**config.mk**
```make
export PLATFORM = sky130hd
export DESIGN_NAME = pwm_gate_monitor
export DESIGN_NICKNAME = d
export VERILOG_FILES = /design/src/rtl/pwm_gate_monitor.sv
export SDC_FILE = /design/constraint.sdc
export NUM_CORES = 1
export LEC_CHECK = 0
export ABC_AREA = 1
export CAP_MARGIN = 10
export CORE_MARGIN = 1.5
export CORE_UTILIZATION = 54
export DETAILED_ROUTE_END_ITERATION = 10
export GPL_TIMING_DRIVEN = 0
export PLACE_DENSITY_LB_ADDON = 0.1
export SETUP_SLACK_MARGIN = 0.5
export SYNTH_ARGS = -nofsm -noshare
export SYNTH_HDL_FRONTEND = slang
export SYNTH_SLANG_ARGS = --single-unit
```
**constraint.sdc**
```tcl
create_clock -name clk_pwm -period 1.9 [get_ports clk_pwm]
set_clock_uncertainty 0.1 [all_clocks]
set_input_delay 0.38 -clock clk_pwm [delete_from_list [all_inputs] [get_ports clk_pwm]]
set_output_delay 0.38 -clock clk_pwm [all_outputs]
set_load 0.01 [all_outputs]
```
**src/rtl/pwm_gate_monitor.sv**
```systemverilog
// rtl/pwm_gate_monitor.sv - measures period, on-time and dead times of a complementary gate pair
// Flags shoot-through, dead-time violations and missing PWM activity.
module pwm_gate_monitor #(
    parameter int CNT_W = 8
) (
    input  logic             clk_pwm,
    input  logic             reset,
    input  logic             gate_hi,
    input  logic             gate_lo,
    input  logic [3:0]       dt_min,
    input  logic             clr_flags,
    output logic [CNT_W-1:0] period,
    output logic [CNT_W-1:0] on_time,
    output logic [CNT_W-1:0] dt_rise,
    output logic [CNT_W-1:0] dt_fall,
    output logic             meas_valid,
    output logic             fault_st,
    output logic             fault_dt,
    output logic             timeout
);

    localparam logic [CNT_W-1:0] CNT_MAX = '1;
    localparam logic [CNT_W-1:0] CNT_ONE = CNT_W'(1);

    typedef enum logic {IDLE, MEAS} state_t;

    state_t state_q, state_d;

    logic hi_m, hi_s, hi_d;
    logic lo_m, lo_s, lo_d;
    logic rise, hi_fall, lo_rise;
    logic publish, timeout_set;

    logic [CNT_W-1:0] per_cnt, on_cnt, run_cnt, fall_cap, fall_val, dt_min_ext;
    logic             fall_armed, fall_seen;

    function automatic logic [CNT_W-1:0] sat_inc(input logic [CNT_W-1:0] v);
        return (v == CNT_MAX) ? v : v + CNT_ONE;
    endfunction

    always_ff @(posedge clk_pwm) begin
        if (reset) begin
            {hi_m, hi_s, hi_d} <= 3'b000;
            {lo_m, lo_s, lo_d} <= 3'b000;
        end else begin
            hi_m <= gate_hi;
            hi_s <= hi_m;
            hi_d <= hi_s;
            lo_m <= gate_lo;
            lo_s <= lo_m;
            lo_d <= lo_s;
        end
    end

    assign rise       = hi_s & ~hi_d;
    assign hi_fall    = ~hi_s & hi_d;
    assign lo_rise    = lo_s & ~lo_d;
    assign fall_val   = fall_seen ? fall_cap : run_cnt;
    assign dt_min_ext = CNT_W'(dt_min);

    always_ff @(posedge clk_pwm) begin
        if (reset) begin
            state_q <= IDLE;
        end else begin
            state_q <= state_d;
        end
    end

    always_comb begin
        state_d     = state_q;
        publish     = 1'b0;
        timeout_set = 1'b0;
        case (state_q)
            IDLE: begin
                if (rise) begin
                    state_d = MEAS;
                end
            end
            MEAS: begin
                if (rise) begin
                    publish = 1'b1;
                end else if (per_cnt == CNT_MAX) begin
                    timeout_set = 1'b1;
                    state_d     = IDLE;
                end
            end
            default: state_d = IDLE;
        endcase
    end

    always_ff @(posedge clk_pwm) begin
        if (reset) begin
            per_cnt <= '0;
            on_cnt  <= '0;
            run_cnt <= '0;
        end else begin
            per_cnt <= rise ? CNT_ONE : sat_inc(per_cnt);
            if (rise) begin
                on_cnt <= CNT_ONE;
            end else if (hi_s) begin
                on_cnt <= sat_inc(on_cnt);
            end
            run_cnt <= (hi_s | lo_s) ? '0 : sat_inc(run_cnt);
        end
    end

    // A low-side rise coinciding with the high-side fall still closes the falling dead time.
    always_ff @(posedge clk_pwm) begin
        if (reset || rise) begin
            fall_armed <= 1'b0;
            fall_seen  <= 1'b0;
            fall_cap   <= '0;
        end else if (lo_rise && (fall_armed || hi_fall)) begin
            fall_armed <= 1'b0;
            fall_seen  <= 1'b1;
            fall_cap   <= run_cnt;
        end else if (hi_fall) begin
            fall_armed <= 1'b1;
        end
    end

    always_ff @(posedge clk_pwm) begin
        if (reset) begin
            period     <= '0;
            on_time    <= '0;
            dt_rise    <= '0;
            dt_fall    <= '0;
            meas_valid <= 1'b0;
        end else begin
            meas_valid <= publish;
            if (publish) begin
                period  <= per_cnt;
                on_time <= on_cnt;
                dt_rise <= run_cnt;
                dt_fall <= fall_val;
            end
        end
    end

    // Sticky flags: a set in the same cycle as clr_flags takes priority.
    always_ff @(posedge clk_pwm) begin
        if (reset) begin
            fault_st <= 1'b0;
            fault_dt <= 1'b0;
            timeout  <= 1'b0;
        end else begin
            if (hi_s && lo_s) begin
                fault_st <= 1'b1;
            end else if (clr_flags) begin
                fault_st <= 1'b0;
            end
            if (publish && ((run_cnt < dt_min_ext) || (fall_val < dt_min_ext))) begin
                fault_dt <= 1'b1;
            end else if (clr_flags) begin
                fault_dt <= 1'b0;
            end
            if (timeout_set) begin
                timeout <= 1'b1;
            end else if (clr_flags) begin
                timeout <= 1'b0;
            end
        end
    end

endmodule

```
==> summary.md <==
| Metric | Value |
|---|---|
| Final number of setup-violating endpoints | `0` |
| # diodes | `0` |
| Synthesized area | `3330 sq um` |
| Number of global-route vias before repair | `2893` |
| Fmax | `663 MHz` |
| Top FF cell, synth | `dfxtp_1` |
| Final Instance Count excl. Fillers | `596` |
| Commonest non-fill, non-tap cell in the layout | `nand2_1` |
| Worst R2R Setup Slack | `0.39 ns` |
| H-tree depth | `3` |
| Cell Rows | `28` |
| Cells after Synth | `439` |
| EDFF count, synth | `0` |
| Starting Density | `56.3%` |
| Worst Setup SP | `run_cnt[2]` |
| CTS Sinks | `77` |
| Initial antenna violation count | `0` |
| Int Power | `2.36 mW` |
| Port buffer count | `43` |
| Worst Path Arrival | `1.71 ns` |
| Tot GR Track Use | `26.1%` |
| CTS tree | `done` |
| First-pass GRT wire length | `13100 um` |
| Synth warn | `0` |
| Clk buf depth | `2` |
| Yosys reg bits | `77` |
| Final instance area | `4410 sq um` |
| Wire per inst | `14.0 um` |
| Async set-reset flop share out of synthesis | `0%` |
| Netlist cell types | `35` |
| Startpoint types | `flop` |
| Clock-pin slew on the worst setup and hold paths | `0.08 ns` |
| Remaining DRCs | `0` |
| WS Path Type | `reg -> reg` |
| Commonest cells after routing, fill and taps aside | `nand2_1 (92), a21oi_1 (58), dfxtp_2 (45)` |
| Core Area | `5920 sq um` |
| Final Hold Viols | `0` |
| Headroom to the max-slew limit | `67.7%` |
| TritonCTS Buffers | `9` |
| Worst min-delay path category | `in -> reg` |
| DR pass1 iterations | `5` |
| Hold wc startpoint | `reset` |
| Final Total Pwr | `3.11 mW` |
| Io pins | `45` |
| Final WL | `8330 um` |
| MaxCap Viol Count | `0` |
| Required time worst endpoint | `2.11 ns` |
| Register area | `1620 sq um` |
| Peak supply drop | `0.551 mV` |
| Area of the multi-input gates | `1690 sq um` |
| Worst-Margin Slew | `0.482 ns` |
| Setup TNS | `0 ns` |
| Area growth, synth to finish | `32.5%` |
| Antenna Violating Nets Remaining | `0` |
| Nets | `534` |
| Pwr Density | `704 nW/um^2` |
| Hpwl dp | `5400 um` |
| Clock root buffer | `clkbuf_8` |
| Die width | `81.5 um` |
| FILL cells | `454` |
| Die height | `81.5 um` |
| Final period util | `79.4%` |
| FF-to-FF Start | `run_cnt[2]` |
| Final Max Tran Viols | `0` |
| Via density | `5.43` |
| Largest net degree at the start of global routing | `14` |
| Setup crit end kind | `flop` |
| RSZ-0062 raised after global routing | `yes` |
| Final worst path period need | `1.51 ns` |
| Final GP Congestion | `0.870` |
| Switching pwr | `748 uW` |
| Sequential share of power | `53.3%` |
| Leak pwr | `1.86 nW` |
| Share of power burned in the clock network | `40.0%` |
| Post-DP Area | `3870 sq um` |
| Outcome | `finished clean` |
| Switching Fraction | `24.1%` |
| Cells after DPL | `557` |
| Clock Latency Late Sink | `0.35 ns` |
| Layout cell share with drive strength beyond 1 | `34.7%` |
| Initial DRC Count | `188` |
| Grt ovf | `0` |
| Post-synthesis sequential area ratio | `46.3%` |
| Max FO, Critical Path | `7` |
| Vias | `3235` |
| Die area | `6650 sq um` |
| Syn Nets | `457` |
| Mean Syn Cell Area | `7.59 sq um` |
| Combinational power share | `6.7%` |
[timing repair]
item | in CTS | in global routing
gates resized for setup | 179 | 64
buffers inserted | 12 | 11
setup endpoints to repair | 105 | 81
hold buffers | 0 | 0
pin swaps | 1 | 6
[sequential cells by signal, summed over array words and instances, names as in the netlist]
signal	count
dt_fall	8
on_cnt	8
lo_m	1
fall_seen	1
state_q	1
hi_s	1
hi_d	1
lo_s	1
timeout	1
lo_d	1
on_time	8
hi_m	1
fall_armed	1
per_cnt	8
fault_dt	1
period	8
meas_valid	1
fall_cap	8
fault_st	1
dt_rise	8
run_cnt	8
[worst paths after layout]
check	endpoint	depth (start not counted)
worst max-delay path	fault_dt	10
worst min-delay path	meas_valid	2
worst max register to register	fault_dt	10
worst min register to register	hi_s	2
[final cells by class]
class / count / area share [%]
well taps: 75 / 2.13
inverters: 44 / 3.80
plain buffers: 18 / 3.32
clock inverters: 5 / 1.36
clock buffers: 11 / 3.20
flip-flops and latches: 77 / 36.8
repair buffers: 66 / 11.0
multi-input cells: 300 / 38.4
[metal layers]
layer  global-route usage (%)  vias up  wire length, um  share of wire (%)
met2                     40.8      111             3860                 46
met1                     34.3     1495             3740                 45
met3                     4.11       22              501                6.0
met5                        0        -                0                  0
met4                     14.3        0              233                2.8
li1                         -     1607                -                  -
[worst max-delay path, stage by stage, from the launching register on]
cell and delay (ns):
dfxtp_2 0.41, inv_1 0.09, o21ai_2 0.21, ha_1 0.27, nand2_1 0.06, inv_1 0.04
nand2_1 0.05, nand2_1 0.04, nand2_1 0.08, nand2_1 0.06, nand2_1 0.05
[metrics by stage]
step	util, %	hold slack (ns)	setup slack [ns]
after floorplan	-	0.288	0.483
after global placement	65.4	0.289	0.0335
after detailed placement	65.4	0.295	0.0210
after CTS	73.4	0.263	0.397
after global routing	74.5	0.285	0.314
final	74.5	0.270	0.392
[power by group through the flow]
stage | Clock [mW] | Combinational (mW) | Sequential (mW)
2_1_floorplan | 0 | 0.118 | 1.69
3_3_place_gp | 0 | 0.165 | 1.70
3_5_place_dp | 0 | 0.169 | 1.70
4_1_cts | 1.26 | 0.193 | 1.65
5_1_grt | 1.32 | 0.232 | 1.66
6_report | 1.24 | 0.207 | 1.66
[synthesized netlist by cell type (4+ instances only)]
| master | n | share of area, % |
|---|---|---|
| buf_6 | 5 | 1.7 |
| nand3_1 | 43 | 6.5 |
| ha_1 | 9 | 3.4 |
| clkbuf_1 | 4 | 0.45 |
| dfxtp_1 | 77 | 46 |
| a21oi_1 | 62 | 9.3 |
| o21ai_0 | 20 | 3.0 |
| nand2_1 | 100 | 11 |
| buf_2 | 6 | 0.90 |
| nor2_1 | 32 | 3.6 |
| xor2_1 | 6 | 1.6 |
| nor3_1 | 4 | 0.60 |
| inv_1 | 42 | 4.7 |
[kinds of logic after synthesis]
kind of cell | after synthesis | share of synthesized area [%]
AO/OA/AOI/OAI | 89 | 14.0
XOR/XNOR | 8 | 2.10
adder cells (fa/ha/maj) | 9 | 3.38
buffers and inverters | 62 | 8.49
flip-flops | 77 | 46.3
AND/OR/NAND/NOR | 194 | 25.7
Note: power is estimated with default switching activity, not from simulation.
